$ cat config.mk
export PLATFORM = sky130hd
export DESIGN_NAME = alut_age_sweep14_flat
export DESIGN_NICKNAME = d
export VERILOG_FILES = /design/src/rtl/alut_age_sweep14_pkg.sv /design/src/rtl/alut_age_sweep14_if.sv /design/src/rtl/alut_age_sweep14_cmp.sv /design/src/rtl/alut_age_sweep14.sv /design/src/flat_wrapper.sv
export SDC_FILE = /design/constraint.sdc
export NUM_CORES = 1
export LEC_CHECK = 0
export ABC_AREA = 1
export CAP_MARGIN = 20
export CORE_AREA = 5 5 147 149
export DETAILED_ROUTE_END_ITERATION = 7
export DIE_AREA = 0 0 152 154
export GPL_TIMING_DRIVEN = 0
export PLACE_DENSITY = 0.65
export SLEW_MARGIN = 25
export SYNTH_ARGS = -nofsm -noshare
export SYNTH_HDL_FRONTEND = slang
export SYNTH_SLANG_ARGS = --single-unit
$ cat constraint.sdc
create_clock -name pclk14 -period 3.94 [get_ports pclk14]
set_clock_uncertainty 0.05 [all_clocks]
set_input_delay 0.788 -clock pclk14 [delete_from_list [all_inputs] [get_ports pclk14]]
set_output_delay 0.788 -clock pclk14 [all_outputs]
set_load 0.1 [all_outputs]
$ cat src/rtl/alut_age_sweep14_pkg.sv
// -----------------------------------------------------------------------------
// alut_pkg14: shared definitions for the ALUT aging logic.
//   - ALUT entry field bit positions (valid, port, MAC, timestamp)
//   - default entry/address/time widths and entry count
//   - state encoding of the age-sweep FSM
// -----------------------------------------------------------------------------
package alut_pkg14;

    localparam int DW_DEF = 83;   // entry width
    localparam int AW_DEF = 8;    // entry RAM address width
    localparam int TW_DEF = 32;   // timestamp width
    localparam int DD_DEF = 256;  // entries swept

    // Entry layout: {valid, port[1:0], mac[47:0], timestamp[31:0]}
    localparam int VALID_BIT = 82;
    localparam int PORT_MSB  = 81;
    localparam int PORT_LSB  = 80;
    localparam int MAC_MSB   = 79;
    localparam int MAC_LSB   = 32;
    localparam int TS_MSB    = 31;
    localparam int TS_LSB    = 0;

    typedef enum logic [2:0] {
        ST_IDLE,
        ST_READ,
        ST_CHECK,
        ST_WRITE,
        ST_NEXT
    } sweep_state_t;

endpackage

$ cat src/rtl/alut_age_sweep14_if.sv
// -----------------------------------------------------------------------------
// alut_age_sweep14_if: ALUT entry RAM age-checker port plus the snooped
// address-checker write port.
//   master : the age sweeper (drives age-port address/write/data, reads the
//            registered read data and observes the address-checker writes)
//   slave  : the RAM / address-checker side
// -----------------------------------------------------------------------------
interface alut_age_sweep14_if
    import alut_pkg14::*;
#(
    parameter int AW = AW_DEF,
    parameter int DW = DW_DEF
);
    logic [AW-1:0] mem_addr_age14;        // age-port address
    logic          mem_write_age14;       // age-port write strobe (1 = write)
    logic [DW-1:0] mem_write_data_age14;  // age-port write data
    logic [DW-1:0] mem_read_data_age14;   // age-port read data, one cycle late
    logic [AW-1:0] mem_addr_add14;        // address-checker port address
    logic          mem_write_add14;       // address-checker port write strobe

    modport master (
        output mem_addr_age14, mem_write_age14, mem_write_data_age14,
        input  mem_read_data_age14, mem_addr_add14, mem_write_add14
    );

    modport slave (
        input  mem_addr_age14, mem_write_age14, mem_write_data_age14,
        output mem_read_data_age14, mem_addr_add14, mem_write_add14
    );
endinterface

$ cat src/rtl/alut_age_sweep14_cmp.sv
// -----------------------------------------------------------------------------
// alut_age_cmp14: combinational expiry test for one ALUT entry.
//   i_entry          : entry word as read from the RAM
//   i_t_latched      : current time captured at sweep start
//   i_thresh_latched : maximum allowed age captured at sweep start
//   o_expired        : entry is valid and older than the threshold
// Age is computed modulo 2**TW so a timestamp taken before the time counter
// wrapped still yields the correct (small) age.
// -----------------------------------------------------------------------------
module alut_age_cmp14
    import alut_pkg14::*;
#(
    parameter int DW = DW_DEF,
    parameter int TW = TW_DEF
) (
    input  logic [DW-1:0] i_entry,
    input  logic [TW-1:0] i_t_latched,
    input  logic [TW-1:0] i_thresh_latched,
    output logic          o_expired
);
    logic [TW-1:0] w_age;
    logic          w_unused_fields;

    assign w_age     = i_t_latched - i_entry[TS_LSB +: TW];
    assign o_expired = i_entry[VALID_BIT] && (w_age > i_thresh_latched);

    // Port and MAC play no part in aging.
    assign w_unused_fields = &{1'b0, i_entry[PORT_MSB:MAC_LSB]};
endmodule

$ cat src/rtl/alut_age_sweep14.sv
// -----------------------------------------------------------------------------
// alut_age_sweep14: ALUT age sweeper on the age-checker RAM port.
//   pclk14 / p_rst14      : clock, synchronous active-high reset
//   start14               : one-cycle sweep request (ignored while busy)
//   curr_time14           : free-running time, captured at start
//   age_thresh14          : maximum allowed age, captured at start
//   mem_if (master)       : age-port address/write/data, registered read
//                           data, snooped address-checker write port
//   busy14                : sweep in progress
//   done14                : one-cycle sweep-complete pulse
//   aged_cnt14            : entries invalidated in the last sweep
// Each entry is read, tested, and (if expired) overwritten with zero. A write
// from the address checker to the entry under test means it was relearned,
// so the entry is skipped.
// -----------------------------------------------------------------------------
module alut_age_sweep14
    import alut_pkg14::*;
#(
    parameter int DW = DW_DEF,
    parameter int DD = DD_DEF,
    parameter int AW = AW_DEF,
    parameter int TW = TW_DEF
) (
    input  logic                     pclk14,
    input  logic                     p_rst14,
    input  logic                     start14,
    input  logic [TW-1:0]            curr_time14,
    input  logic [TW-1:0]            age_thresh14,
    alut_age_sweep14_if.master       mem_if,
    output logic                     busy14,
    output logic                     done14,
    output logic [AW:0]              aged_cnt14
);
    localparam logic [AW-1:0] LAST_ADDR = AW'(DD - 1);

    sweep_state_t  r_state;
    sweep_state_t  w_next_state;
    logic [AW-1:0] r_addr;
    logic [TW-1:0] r_t_latched;
    logic [TW-1:0] r_thresh_latched;
    logic          r_conflict;
    logic [AW:0]   r_aged_cnt;

    logic          w_hit;
    logic          w_last;
    logic          w_expired;
    logic [AW-1:0] w_addr;
    logic          w_write;
    logic          w_busy;
    logic          w_done;

    alut_age_cmp14 #(.DW(DW), .TW(TW)) u_cmp (
        .i_entry          (mem_if.mem_read_data_age14),
        .i_t_latched      (r_t_latched),
        .i_thresh_latched (r_thresh_latched),
        .o_expired        (w_expired)
    );

    // Address checker writing the entry currently being aged.
    assign w_hit  = mem_if.mem_write_add14 && (mem_if.mem_addr_add14 == r_addr);
    assign w_last = (r_addr == LAST_ADDR);

    // NOTE: reset is sampled on the clock edge, so it sits inside the clocked
    // branch rather than in the sensitivity list.
    always_ff @(posedge pclk14) begin
        if (p_rst14) begin
            r_state          <= ST_IDLE;
            r_addr           <= '0;
            r_t_latched      <= '0;
            r_thresh_latched <= '0;
            r_conflict       <= 1'b0;
            r_aged_cnt       <= '0;
        end else begin
            // NOTE: non-blocking assignments so every register samples the
            // pre-edge values regardless of statement order.
            r_state <= w_next_state;
            case (r_state)
                ST_IDLE: begin
                    if (start14) begin
                        r_t_latched      <= curr_time14;
                        r_thresh_latched <= age_thresh14;
                        r_addr           <= '0;
                        r_aged_cnt       <= '0;
                    end
                end
                ST_READ:  r_conflict <= w_hit;
                ST_CHECK: if (w_hit) r_conflict <= 1'b1;
                ST_WRITE: if (!w_hit) r_aged_cnt <= r_aged_cnt + (AW+1)'(1);
                ST_NEXT:  if (!w_last) r_addr <= r_addr + AW'(1);
                default: ;
            endcase
        end
    end

    always_comb begin
        // NOTE: every output gets a default first so no path infers a latch.
        w_next_state = r_state;
        w_addr       = r_addr;
        w_write      = 1'b0;
        w_busy       = 1'b1;
        w_done       = 1'b0;
        case (r_state)
            ST_IDLE: begin
                w_addr = '0;
                w_busy = 1'b0;
                if (start14) w_next_state = ST_READ;
            end
            ST_READ: w_next_state = ST_CHECK;
            ST_CHECK: begin
                // A same-cycle hit counts as a conflict immediately.
                if (w_expired && !r_conflict && !w_hit) w_next_state = ST_WRITE;
                else                                    w_next_state = ST_NEXT;
            end
            ST_WRITE: begin
                w_write      = !w_hit;
                w_next_state = ST_NEXT;
            end
            ST_NEXT: begin
                if (w_last) begin
                    w_done       = 1'b1;
                    w_busy       = 1'b0;
                    w_next_state = ST_IDLE;
                end else begin
                    w_next_state = ST_READ;
                end
            end
            default: begin
                w_addr       = '0;
                w_busy       = 1'b0;
                w_next_state = ST_IDLE;
            end
        endcase
    end

    assign mem_if.mem_addr_age14       = w_addr;
    assign mem_if.mem_write_age14      = w_write;
    assign mem_if.mem_write_data_age14 = '0;  // expired entries become invalid
    assign busy14                      = w_busy;
    assign done14                      = w_done;
    assign aged_cnt14                  = r_aged_cnt;
endmodule
$ cat src/flat_wrapper.sv
// flat-port wrapper written by rule: the top's interface ports become plain ports
module alut_age_sweep14_flat import alut_pkg14::*;
#(
    parameter int DW = DW_DEF,
    parameter int DD = DD_DEF,
    parameter int AW = AW_DEF,
    parameter int TW = TW_DEF
)
  (pclk14, p_rst14, start14, curr_time14, age_thresh14, busy14, done14, aged_cnt14, mem_if_mem_addr_age14, mem_if_mem_write_age14, mem_if_mem_write_data_age14, mem_if_mem_read_data_age14, mem_if_mem_addr_add14, mem_if_mem_write_add14);
  alut_age_sweep14_if #(.AW(AW), .DW(DW)) mem_if_i ();
  input  logic pclk14;
  input  logic p_rst14;
  input  logic start14;
  input  logic [TW-1:0] curr_time14;
  input  logic [TW-1:0] age_thresh14;
  output logic busy14;
  output logic done14;
  output logic [AW:0] aged_cnt14;
  output wire logic [$bits(mem_if_i.mem_addr_age14)-1:0] mem_if_mem_addr_age14;
  output wire logic [$bits(mem_if_i.mem_write_age14)-1:0] mem_if_mem_write_age14;
  output wire logic [$bits(mem_if_i.mem_write_data_age14)-1:0] mem_if_mem_write_data_age14;
  input wire logic [$bits(mem_if_i.mem_read_data_age14)-1:0] mem_if_mem_read_data_age14;
  input wire logic [$bits(mem_if_i.mem_addr_add14)-1:0] mem_if_mem_addr_add14;
  input wire logic [$bits(mem_if_i.mem_write_add14)-1:0] mem_if_mem_write_add14;
  assign mem_if_mem_addr_age14 = mem_if_i.mem_addr_age14;
  assign mem_if_mem_write_age14 = mem_if_i.mem_write_age14;
  assign mem_if_mem_write_data_age14 = mem_if_i.mem_write_data_age14;
  assign mem_if_i.mem_read_data_age14 = mem_if_mem_read_data_age14;
  assign mem_if_i.mem_addr_add14 = mem_if_mem_addr_add14;
  assign mem_if_i.mem_write_add14 = mem_if_mem_write_add14;
  alut_age_sweep14 #(.DW(DW), .DD(DD), .AW(AW), .TW(TW)) u_core (.pclk14(pclk14), .p_rst14(p_rst14), .start14(start14), .curr_time14(curr_time14), .age_thresh14(age_thresh14), .mem_if(mem_if_i), .busy14(busy14), .done14(done14), .aged_cnt14(aged_cnt14));
endmodule
# Word level (Yosys, flattened, before mapping)
# Index checks and enable logic that the tools add are counted.
[word_totals] inputBits=159 wordCells=54 ff_bits=85
[classes] n_reduce_logical=16 magnitude_cmp=1 mux=18 eq_ne=10 n_addsub=3
[ops] cell="32-bit > comparator" count=1
[ops] cell="32-bit subtractor" count=1
[ops] cell="8-bit 2-to-1 mux" count=3
[ops] cell="9-bit 2-to-1 mux" count=2
[ops] cell="9-bit one-hot mux with 2 select lines" count=1
[ops] cell="8-bit one-hot mux with 2 select lines" count=1
[ops] cell="3-bit one-hot mux with 5 select lines" count=1
[ops] cell="9-bit by 1-bit adder with 9-bit output (second input constant)" count=1
[ops] cell="8-bit by 1-bit adder with 8-bit output (second input constant)" count=1
[ops] cell="8-bit == test" count=1
[ops] cell="8-bit == test (second input constant)" count=1
[ops] cell="3-bit by 2-bit == test with 1-bit output (second input constant)" count=2
[ops] cell="1-bit 2-to-1 mux" count=6
[ops] cell="3-bit 2-to-1 mux" count=2
[ops] cell="2-bit inequality test (second input constant)" count=3
[ops] cell="3-bit AND reduction" count=2
[ops] cell="2-bit nonzero test" count=3
[ops] cell="1-bit logical AND" count=4
[ops] cell="1-bit one-hot mux with 2 select lines" count=2
[ops] cell="2-bit AND reduction" count=2
[ops] cell="4-bit OR reduction" count=1
[ops] cell="3-bit by 1-bit == test with 1-bit output (second input constant)" count=1
[ops] cell="3-bit == test (second input constant)" count=1
[ops] cell="3-bit logical NOT" count=1
[ops] cell="3 further kinds" count=4

# Logic depth before layout (Yosys ltp)
[depth] depth_word=7 depth_mapped=24 mapped_depth_nobuf=24

# By module
# A second synthesis with hierarchy kept.
[hier_totals] hier_cells=1232 hier_area_um2=7566.0
[by_module_without_submodules] module="alut_age_sweep14" cells_each=576 n_inst=1 area_each_um2=4200.3
[by_module_without_submodules] module="alut_age_cmp14" cells_each=656 n_inst=1 area_each_um2=3365.7

# Worst setup path before layout
# No wires, ideal clock.
[synth_timing] kind="in2out" startpoint="input mem_if_mem_addr_add14[4]" endpoint="output mem_if_mem_write_age14" path_slack_ns=0.657 t_arrival_ns=2.445 path_stages=5 path_cell_list="o21ai_0 -> nor2_1 -> nand3_1 -> nor2_2 -> nor2_1"
[synth_via] elab_chain_cells=4
[synth_lines] item="start: declaration" line_no="flat_wrapper.sv:23" source="input wire logic [$bits(mem_if_i.mem_addr_add14)-1:0] mem_if_mem_addr_add14;"
[synth_lines] item="8-bit == test" line_no="alut_age_sweep14.sv:60" source="assign w_hit = mem_if.mem_write_add14 && (mem_if.mem_addr_add14 == r_addr);"
[synth_lines] item="1-bit logical AND" line_no="alut_age_sweep14.sv:60"
[synth_lines] item="1-bit logical NOT"
[synth_lines] item="1-bit 2-to-1 mux" line_no="alut_age_sweep14.sv:102" source="case (r_state)"
[synth_lines] item="end: declaration" line_no="flat_wrapper.sv:20" source="output wire logic [$bits(mem_if_i.mem_write_age14)-1:0] mem_if_mem_write_age14;"
# Every way passes these cells.

# Final worst setup path
[layout_timing] startpoint="input mem_if_mem_read_data_age14[0]" endpoint="register u_core.r_state[0]"
[layout_via] elab_chain_cells=7
[layout_lines] item="start: declaration" line_no="flat_wrapper.sv:22" source="input wire logic [$bits(mem_if_i.mem_read_data_age14)-1:0] mem_if_mem_read_data_age14;"
[layout_lines] item="32-bit subtractor" line_no="alut_age_sweep14_cmp.sv:24" source="assign w_age = i_t_latched - i_entry[TS_LSB +: TW];"
[layout_lines] item="32-bit > comparator" line_no="alut_age_sweep14_cmp.sv:25" source="assign o_expired = i_entry[VALID_BIT] && (w_age > i_thresh_latched);"
[layout_lines] item="1-bit logical AND" line_no="alut_age_sweep14_cmp.sv:25"
[layout_lines] item="1-bit logical AND (2 in a row)" line_no="alut_age_sweep14.sv:111" source="if (w_expired && !r_conflict && !w_hit) w_next_state = ST_WRITE;"
[layout_lines] item="3-bit 2-to-1 mux" line_no="alut_age_sweep14.sv:111"
[layout_lines] item="3-bit one-hot mux with 5 select lines" line_no="alut_age_sweep14.sv:102"
[layout_lines] item="end signal: assignment" line_no="alut_age_sweep14.sv:76" source="r_state <= w_next_state;"
[layout_lines] item="end: declaration" line_no="alut_age_sweep14.sv:36" source="sweep_state_t r_state;"
# Every way passes these cells.
# A chain may end at the register's enable or synchronous reset.

==> summary.md <==
| Metric | Value |
|---|---|
| Fin. max-slew vios | `0` |
| Total core area | `20000 sq um` |
| Ant diodes | `0` |
| Synth unique cells | `40` |
| Final hold vios | `0` |
| Row count | `52` |
| Setup violators final | `0` |
| Total Wirelength | `20100 um` |
| Headroom to the max-slew limit | `0.345` |
| Die area | `23400 sq um` |
| Synth area leaders | `dfxtp_1 (25%), nand2_1 (13%), ha_1 (12%), a21oi_1 (9.6%), buf_4 (9.1%)` |
| Area leader, netlist | `dfxtp_1` |
| Placement-stage cell area | `8820 sq um` |
| Initial antenna violation count | `0` |
| Count leader, synth | `nand2_1` |
| Endpoint type of the worst setup path | `register` |
| Starting Density | `0.345` |
| Die height | `154 um` |
| Crit path from | `mem_if_mem_read_data_age14[0]` |
| WL met3 | `1400 um` |
| Fin crit share | `0.946` |
| Via density | `4.41` |
| Worst Setup Start Kind | `input pin` |
| Horiz. Die Dim | `152 um` |
| Asr flop ratio synth | `0` |
| Synthesized area | `6910 sq um` |
| CP arrival | `3960 ps` |
| Synth Area per Inst | `6.61 sq um` |
| Worst setup margin | `213 ps` |
| Critical path buffer and inverter count | `2` |
| Worst Tran Pin Value | `979 ps` |
| Delay of the slowest critical-path stage | `460 ps` |
| CTS clock-pin slew for the worst setup and hold paths | `70 ps` |
| Global-route usage over all layers | `0.171` |
| Cells after synthesis | `1045` |
| EDFF count, synth | `0` |
| Pleak | `4.42 nW` |
| Number of DRC markers in iteration 0 | `228` |
| DR top layer | `met4` |
| Max Fclk | `268 MHz` |
| Routed Antenna Nets | `0` |
| DP HPWL | `17100 um` |
| Largest net degree at the start of global routing | `14` |
| RSZ-0062 raised after global routing | `no` |
| Ys flop type | `dfxtp_1` |
| GP Congestion | `0.923` |
| Hold Path Class | `register to register` |
| Reg2reg start | `u_core.r_t_latched[0]$_SDFFE_PP0P_` |
| Met1 wire length | `9070 um` |
| Worst skew pair latency | `350 ps` |
| First-pass GRT wire length | `32900 um` |
| Crit path max fanout | `5` |
| Ports | `262` |
| #FFs+latches synth | `85` |
| Met2 WL | `9400 um` |
| Post-Synth Adder-Cell Area | `0.121` |
| Worst-path cell chain | `clkdlybuf4s50_1 > ha_1 > inv_1 > fa_2 > nand3_1 > nand2_2 > a21boi_4 > nand3b_1 > nand3b_1 > xor2_1 > ha_1 > nand2_1 > nor2_1 > nand4_1 > nor2_1 > nand2_1 > nand2_2 > nand3_2 > a21oi_1` |
| Max-cap viol count | `0` |
| Nets | `1490` |
| Pwr dens | `392 nW/um^2` |
| TritonCTS clock tree | `done` |
| Largest family of logic cells by synthesized area | `simple AND/OR/NAND/NOR gates` |
| Post-route insts no fill | `1539` |
| Post-synth top area share | `0.246` |
| Via Count | `6783` |
| Number of buffers created by CTS | `9` |
| Clock buffer depth | `2` |
| Post-Layout Inst Area | `9230 sq um` |
| Hold Slack | `415 ps` |
| Clock Sinks | `85` |
| Post-Synth XOR/XNOR Area | `0.0431` |
| Peak supply drop | `0.252 mV` |
| Crit-path slowest cell | `clkdlybuf4s50_1` |
| Detailed Routing Iterations Pass 1 | `5` |
| Post-Synth Simple-Gate Area | `0.236` |
| Synth cell count leaders | `nand2_1 (231), inv_1 (138), a21oi_1 (132)` |
| Min Tclk post-route | `3730 ps` |
| H-tree levels | `3` |
| Required @ worst endpoint | `4170 ps` |
| # DRC | `0` |
| Place WS | `-349 ps` |
| Mux cell area share after synthesis | `0` |
| Delay-heaviest family, CP | `simple AND/OR/NAND/NOR gates` |
| Ys Warns | `0` |
| Status | `finished clean` |
| I/O Buffers | `127` |
| GRT overflow | `0` |
| Vias in the first global route | `6939` |
| WS Path Type | `input pin to register` |
| Layout cells sized above 1 | `0.120` |
| Placed cell count | `1524` |
| Compound-Gate Fraction of Synth Area | `0.169` |
| Hold path startpoint | `u_core.r_thresh_latched[5]$_SDFFE_PP0P_` |
| Avg WL per Cell | `13.1 um` |
| Area Overhead vs Synth | `33.7%` |
| CTS root buffer | `clkbuf_16` |
| Sequential area share after synthesis | `0.246` |
==> placed cells by master (no fill, tap or decap), types with 2 or more instances in the layout <==
| cell type | instances |
|---|---|
| nor3_1 | 6 |
| nor3b_1 | 2 |
| nand4_1 | 13 |
| inv_2 | 7 |
| inv_1 | 138 |
| dfxtp_1 | 85 |
| xor2_1 | 26 |
| o211ai_1 | 2 |
| o21ai_0 | 53 |
| buf_4 | 84 |
| nor2_2 | 8 |
| nor2_1 | 83 |
| conb_1 | 83 |
| o21ai_1 | 7 |
| nand3_1 | 33 |
| a21o_1 | 4 |
| buf_2 | 8 |
| bufinv_16 | 2 |
| xnor2_1 | 7 |
| nor2_4 | 2 |
| nand2_4 | 3 |
| o21ai_2 | 3 |
| ha_1 | 64 |
| o21a_1 | 2 |
| nor3_2 | 2 |
| buf_1 | 2 |
| clkbuf_16 | 9 |
| nand2_1 | 229 |
| o21bai_1 | 6 |
| clkdlybuf4s50_1 | 126 |
| nand3b_1 | 3 |
| a21oi_2 | 5 |
| nand3_2 | 2 |
| clkbuf_1 | 11 |
| a21oi_1 | 127 |
| nand2_2 | 5 |
==> report_power, final <==
part | total, mW | internal [mW] | switching [mW]
Clock | 0.913 | 0.568 | 0.345
Sequential | 0.996 | 0.955 | 0.0406
Combinational | 1.71 | 0.562 | 1.15
==> repair_timing <==
action	4_1_cts	5_1_grt
setup endpoints to repair	0	4
hold buffers	0	0
hold endpoints to repair	0	0
setup buffers	0	0
resized for setup	0	27
==> logic make-up (layout without fill, tap and decap cells) <==
family	after synthesis	in the layout
adders and majority gates	66	66
buffers and inverters	251	393
other	1	83
DFF	85	85
xor gates and xnor gates	34	34
AOI/OAI and AO/OA	216	216
and+or+nand+nor	392	392
==> final cells by class <==
class / instances / area [sq um]
repair buffers: 127 / 1270
fillers: 2140 / 10800
clock buffers: 11 / 243
multi-input cells: 791 / 4330
clock inverters: 4 / 72.6
inverters: 146 / 548
plain buffers: 105 / 727
flip-flops and latches: 85 / 1700
well taps: 270 / 338
==> tightest hold or removal path, stage by stage, from the launching register on <==
cell,delay (ps)
dfxtp_1,300
inv_1,60
a21oi_1,60
==> sequential cells by signal, summed over array words and instances, names as in the netlist <==
register and count:
u_core.aged_cnt14 9, u_core.r_state 3, u_core.r_conflict 1, u_core.r_addr 8, u_core.r_thresh_latched 32, u_core.r_t_latched 32
==> worst paths after layout <==
kind / to / slack (ps) / depth (start not counted)
hold / removal: u_core.r_thresh_latched[5]$_SDFFE_PP0P_ / 410 / 2
setup reg to reg: u_core.r_state[0]$_SDFFE_PP0P_ / 760 / 19
setup / recovery: u_core.r_state[0]$_SDFFE_PP0P_ / 210 / 19
hold reg to reg: u_core.r_thresh_latched[5]$_SDFFE_PP0P_ / 410 / 2
==> per-stage QoR <==
step	utilization	setup TNS (ps)	total power, mW
after CTS	0.456	0	3.63
after global placement	0.440	-869	2.68
final	0.461	0	3.62
after floorplan	-	0	2.30
after detailed placement	0.440	-906	2.70
after global routing	0.461	0	3.90
==> per-layer routing <==
layer / GRT usage / up-vias
met4: 0.0390 / 0
met3: 0.0579 / 16
met5: 0 / -
li1: - / 3634
met2: 0.295 / 157
met1: 0.206 / 2976
No activity file was read; power rests on OpenSTA's default activity.
